### src/rtl/register_file_mp.sv
// register_file_mp
// ----------------
// Multi-port flop-based register file with optional same-cycle write-to-read
// bypass and a per-register busy scoreboard for hazard detection.
// Reads and reservations come from decode; writes come from writeback.
//
// Parameters:
//   DATA_W   register width in bits
//   DEPTH    number of registers (power of two, >= 2)
//   NREAD    number of read ports (>= 1)
//   NWRITE   number of write ports (>= 1)
//   ZERO_REG 1 = register 0 reads as zero and ignores writes and reservations
//   BYPASS   1 = reads return same-cycle write data
//
// Ports:
//   CLK      clock, all state updates on the rising edge
//   nRST     synchronous active-low reset
//   wen      per-port write enable
//   wsel     write addresses, port k at [k*AW +: AW]
//   wdat     write data, port k at [k*DATA_W +: DATA_W]
//   rsel     read addresses, port j at [j*AW +: AW]
//   rdat     read data (combinational), port j at [j*DATA_W +: DATA_W]
//   rbusy    busy flag of each addressed register (combinational)
//   rsv_en   mark register rsv_sel busy
//   rsv_sel  register to reserve
//   flush    clear every busy bit
module register_file_mp #(
  parameter int DATA_W   = 32,
  parameter int DEPTH    = 32,
  parameter int NREAD    = 2,
  parameter int NWRITE   = 1,
  parameter int ZERO_REG = 1,
  parameter int BYPASS   = 1,
  localparam int AW      = $clog2(DEPTH)
) (
  input  logic                     CLK,
  input  logic                     nRST,
  input  logic [NWRITE-1:0]        wen,
  input  logic [NWRITE*AW-1:0]     wsel,
  input  logic [NWRITE*DATA_W-1:0] wdat,
  input  logic [NREAD*AW-1:0]      rsel,
  output logic [NREAD*DATA_W-1:0]  rdat,
  output logic [NREAD-1:0]         rbusy,
  input  logic                     rsv_en,
  input  logic [AW-1:0]            rsv_sel,
  input  logic                     flush
);

  logic [DATA_W-1:0] regs_q [DEPTH];
  logic [DATA_W-1:0] regs_d [DEPTH];
  logic [DEPTH-1:0]  busy_q;
  logic [DEPTH-1:0]  busy_d;

  // A write is effective unless it targets the hard-wired zero register.
  function automatic logic write_effective(input logic en, input logic [AW-1:0] sel);
    return en && !((ZERO_REG != 0) && (sel == '0));
  endfunction

  // Next register contents. Ports are walked in ascending order so the
  // highest-index port targeting an address is the one that sticks.
  always_comb begin
    regs_d = regs_q;
    for (int k = 0; k < NWRITE; k++) begin
      if (write_effective(wen[k], wsel[k*AW +: AW])) begin
        regs_d[wsel[k*AW +: AW]] = wdat[k*DATA_W +: DATA_W];
      end
    end
  end

  // Next busy scoreboard. Writes release first so that a reservation in the
  // same cycle overrides them (the new producer supersedes the finishing one);
  // flush overrides everything, including that cycle's reservation.
  always_comb begin
    busy_d = busy_q;
    for (int k = 0; k < NWRITE; k++) begin
      if (write_effective(wen[k], wsel[k*AW +: AW])) begin
        busy_d[wsel[k*AW +: AW]] = 1'b0;
      end
    end
    if (flush) begin
      busy_d = '0;
    end else if (rsv_en) begin
      busy_d[rsv_sel] = 1'b1;
    end
    if (ZERO_REG != 0) begin
      busy_d[0] = 1'b0;
    end
  end

  always_ff @(posedge CLK) begin
    if (!nRST) begin
      regs_q <= '{default: '0};
      busy_q <= '0;
    end else begin
      regs_q <= regs_d;
      busy_q <= busy_d;
    end
  end

  // Read ports. The bypass path scans all write ports so the last matching
  // port wins, matching the write priority. A bypassed register only reports
  // busy if it is being re-reserved in the same cycle, in which case the
  // stored bit (the pending producer's state) is what hazard logic should see.
  always_comb begin
    rdat  = '0;
    rbusy = '0;
    for (int j = 0; j < NREAD; j++) begin
      logic [AW-1:0]     sel;
      logic [DATA_W-1:0] rd;
      logic              bz;
      logic              hit;
      sel = rsel[j*AW +: AW];
      rd  = regs_q[sel];
      bz  = busy_q[sel];
      hit = 1'b0;
      if (BYPASS != 0) begin
        for (int k = 0; k < NWRITE; k++) begin
          if (wen[k] && (wsel[k*AW +: AW] == sel)) begin
            hit = 1'b1;
            rd  = wdat[k*DATA_W +: DATA_W];
          end
        end
        if (hit) begin
          bz = (rsv_en && (rsv_sel == sel)) ? busy_q[sel] : 1'b0;
        end
      end
      if ((ZERO_REG != 0) && (sel == '0)) begin
        rd = '0;
        bz = 1'b0;
      end
      if (!nRST) begin
        rd = '0;
        bz = 1'b0;
      end
      rdat[j*DATA_W +: DATA_W] = rd;
      rbusy[j]                 = bz;
    end
  end

endmodule

### config.mk
export PLATFORM = sky130hd
export DESIGN_NAME = register_file_mp
export DESIGN_NICKNAME = d
export VERILOG_FILES = /design/src/rtl/register_file_mp.sv
export SDC_FILE = /design/constraint.sdc
export NUM_CORES = 2
export LEC_CHECK = 0
export ABC_AREA = 1
export ABC_CLOCK_PERIOD_IN_PS = 2000
export BUFFER_PORTS_ARGS = -buffer_cell sky130_fd_sc_hd__buf_4
export CORE_MARGIN = 3
export CORE_UTILIZATION = 30
export CTS_CLUSTER_SIZE = 40
export DETAILED_ROUTE_END_ITERATION = 10
export PLACE_DENSITY_LB_ADDON = 0.12
export RECOVER_POWER = 50
export SLEW_MARGIN = 30
export SYNTH_ARGS = -nofsm -noshare
export SYNTH_HDL_FRONTEND = slang
export SYNTH_SLANG_ARGS = --single-unit
### constraint.sdc
create_clock -name CLK -period 2 [get_ports CLK]
set_input_delay 0.1 -clock CLK [delete_from_list [all_inputs] [get_ports CLK]]
set_output_delay 0.1 -clock CLK [all_outputs]
set_load 0.03 [all_outputs]
==> impl_metrics.toml <==
[synth]
ys_types = 31
synthesis.instances = 8842
ys_warn_count = 0
ys_ff_latch = 1055
synth_edf_count = 0
async_flop_share_pct = 0
synthFlopType = "dfxtp_1"
avgSynthCellArea_um2 = 6.344
ys_seq_area_share_pct = 37.65
synth.net_count = 8899
synth_area_um2 = 56090

[timing]
tightest_slew_ns = 0.8933
setup-violations-final = 949
rsz0062_at_grt = "true"
fin_crit_ns = 2.448
relSlewSlack_pct = 40.45
drv_slew = 0
clock_skew_ns = 0
period_share_pct = 122.4
fmax_mhz = 408.4
hold_viol_final = 0
layout_setup_ws_ns = -0.4484

[final_layout]
layout_commonest_cell = "nand2_1"
layout_common_cells = "2058 x nand2_1, 1306 x a21oi_1, 1020 x o21ai_0"
multi_input_area_um2 = 32200
final_cells = 11557
final-seq-area_um2 = 21710
stdcell_area_um2 = 73350
fillers = 19277
synthToLayoutAreaGrowth_pct = 30.76
num-nets-final = 9025
drive_above_1_share_pct = 25.66

[route]
wl_um = 304000
drtAntennaViolNets = 0
wl_per_cell_um = 26.30
drc = 0
dr.pass1.iters = 8
vias = 64291
drt-initial-drc-count = 7466
via_per_inst = 5.563

[critical_path]
crit_fanout = 3
slowest_delay_ns = 0.35
cp-startpoint = "regs_q[290]"
crit_type = "flop to primary output"
critPathRequiredTime_ns = 1.90
crit_path_top_delay_cell = "dfxtp_2"
reg2reg_from = "regs_q[432]"
timing.critical_path.buf_inv = 3
path_common_cell = "nand3_2"
start_kind = "flop"
crit_path_end_kind = "primary output"
critPathTopFamily = "simple AND/OR/NAND/NOR gates"
crit_chain = "inv_1 > nand2_1 > nand3_1 > nand3_2 > nand3_2 > nand3_2 > nand2_2 > a21oi_4 > buf_6 > buf_6"
cp.arrival_ns = 2.35

[floorplan]
ioPinCount = 123
core_region_area_um2 = 185600
die_h_um = 438.4
initial_core_util_pct = 30.22
rows = 158
die_width_um = 438.4
dieArea_um2 = 192200

[min_path]
hp-start = "wsel[2]"
hp-class = "input port to flop"

[clocking]
clkLatencyLatePin_ns = 0.80
clk_path_buf_depth = 3
cts_buffers = 136
root_buffer = "clkbuf_16"
cts_tree = "done"
htreeDepth = 4
clkSlewWorstSetupHoldPaths_ns = 0.06
clkSinkCount = 1055

[placement]
placed_area_um2 = 64290
hpwl_um = 195600
port_buffers = 122
gp_congestion = 0.9061
preCtsSetupSlack_ns = -0.5884
dp.cells = 11248

[status]
status = "finished, violations left"
violations = "setup timing"

[global_route]
track_usage_pct = 30.41
grt_antenna_before_repair = 14
grt_pass1_vias = 59490
overflow = 0
grt_max_degree = 147
grt_pass1_wl_um = 432400

[power_and_ir_drop]
p_leak_nw = 30.10
p_total_mw = 55.95
peakVddDrop_v = 0.0009340
powerDensity_nw_per_um2 = 762.9

[job]
maxCapViolations = 0
-- per-stage QoR --
step           setup TNS [ns]  hold slack [ns]  util [%]
6_report              -188.60          0.08818     39.51
5_1_grt               -214.23          0.09854     39.51
4_1_cts                -18.41          0.03289     38.55
3_5_place_dp           -7.885           0.4107     34.63
3_3_place_gp           -7.571           0.4059     34.63
2_1_floorplan               0           0.2889         -
-- where the power goes --
part | internal [mW] | total, mW | switching [mW]
Sequential | 21.3 | 21.5 | 0.174
Clock | 15.1 | 25.6 | 10.6
Combinational | 2.88 | 8.84 | 5.96
-- final timing paths --
path                       end  slack, ns  cells after the start
setup / recovery      rdat[34]      -0.45                     10
hold / removal     regs_q[134]       0.09                      6
setup reg to reg   regs_q[432]       1.14                      4
hold reg to reg   regs_q[1008]       0.44                      2
-- repair_timing --
action                                 4_1_cts  5_1_grt
setup endpoints to repair                   66       67
gates cloned                                 0        1
hold buffers                                48        0
buffers inserted                             7       15
pin swaps                                  341      439
endpoints found under the hold margin      912        0
resized for setup                          852      682
-- cell usage after synthesis, types with 81 or more instances --
| cell | n | share of area [%] |
|---|---|---|
| a21oi_1 | 1368 | 12 |
| nor2_1 | 268 | 1.8 |
| dfxtp_1 | 1055 | 38 |
| clkbuf_1 | 436 | 2.9 |
| inv_1 | 609 | 4.1 |
| o21ai_1 | 135 | 1.2 |
| o211ai_1 | 81 | 1.1 |
| nand4_1 | 103 | 1.1 |
| nand3_1 | 981 | 8.8 |
| nand2_1 | 2254 | 15 |
| o21ai_0 | 1075 | 9.6 |
| buf_2 | 294 | 2.6 |
-- per-layer routing --
layer	GRT usage, %	up-vias	routed length [um]
met4	13.84	0	15080
li1	-	29689	-
met1	40.55	30926	129100
met5	0	-	0
met3	5.005	663	24460
met2	47.99	3013	135300
-- state kept, by name (all words and copies together), names as in the netlist --
signal  cells
busy_q     31
regs_q   1024
-- worst min-delay path, stage by stage --
cell     delay [ns]
buf_4          0.15
buf_4          0.16
nor3_2         0.06
nand2_4        0.13
nor2_4         0.10
a21oi_1        0.14
-- final cells by class --
cell class / count / area share, %
diodes: 3 / 0.01024
clock buffers: 192 / 5.310
clock inverters: 52 / 0.9195
inverters: 639 / 3.349
multi-input cells: 6334 / 43.90
flip-flops and latches: 1055 / 29.60
well taps: 2480 / 4.231
repair buffers: 802 / 12.69
-- logic make-up after synthesis --
| family | after synthesis | share of synthesized area, % |
|---|---|---|
| DFF | 1055 | 37.65 |
| AOI/OAI and AO/OA | 2669 | 24.21 |
| xor gates and xnor gates | 4 | 0.06245 |
| buffers and inverters | 1453 | 10.46 |
| and+or+nand+nor | 3661 | 27.62 |
(Power assumes the default switching activity.)
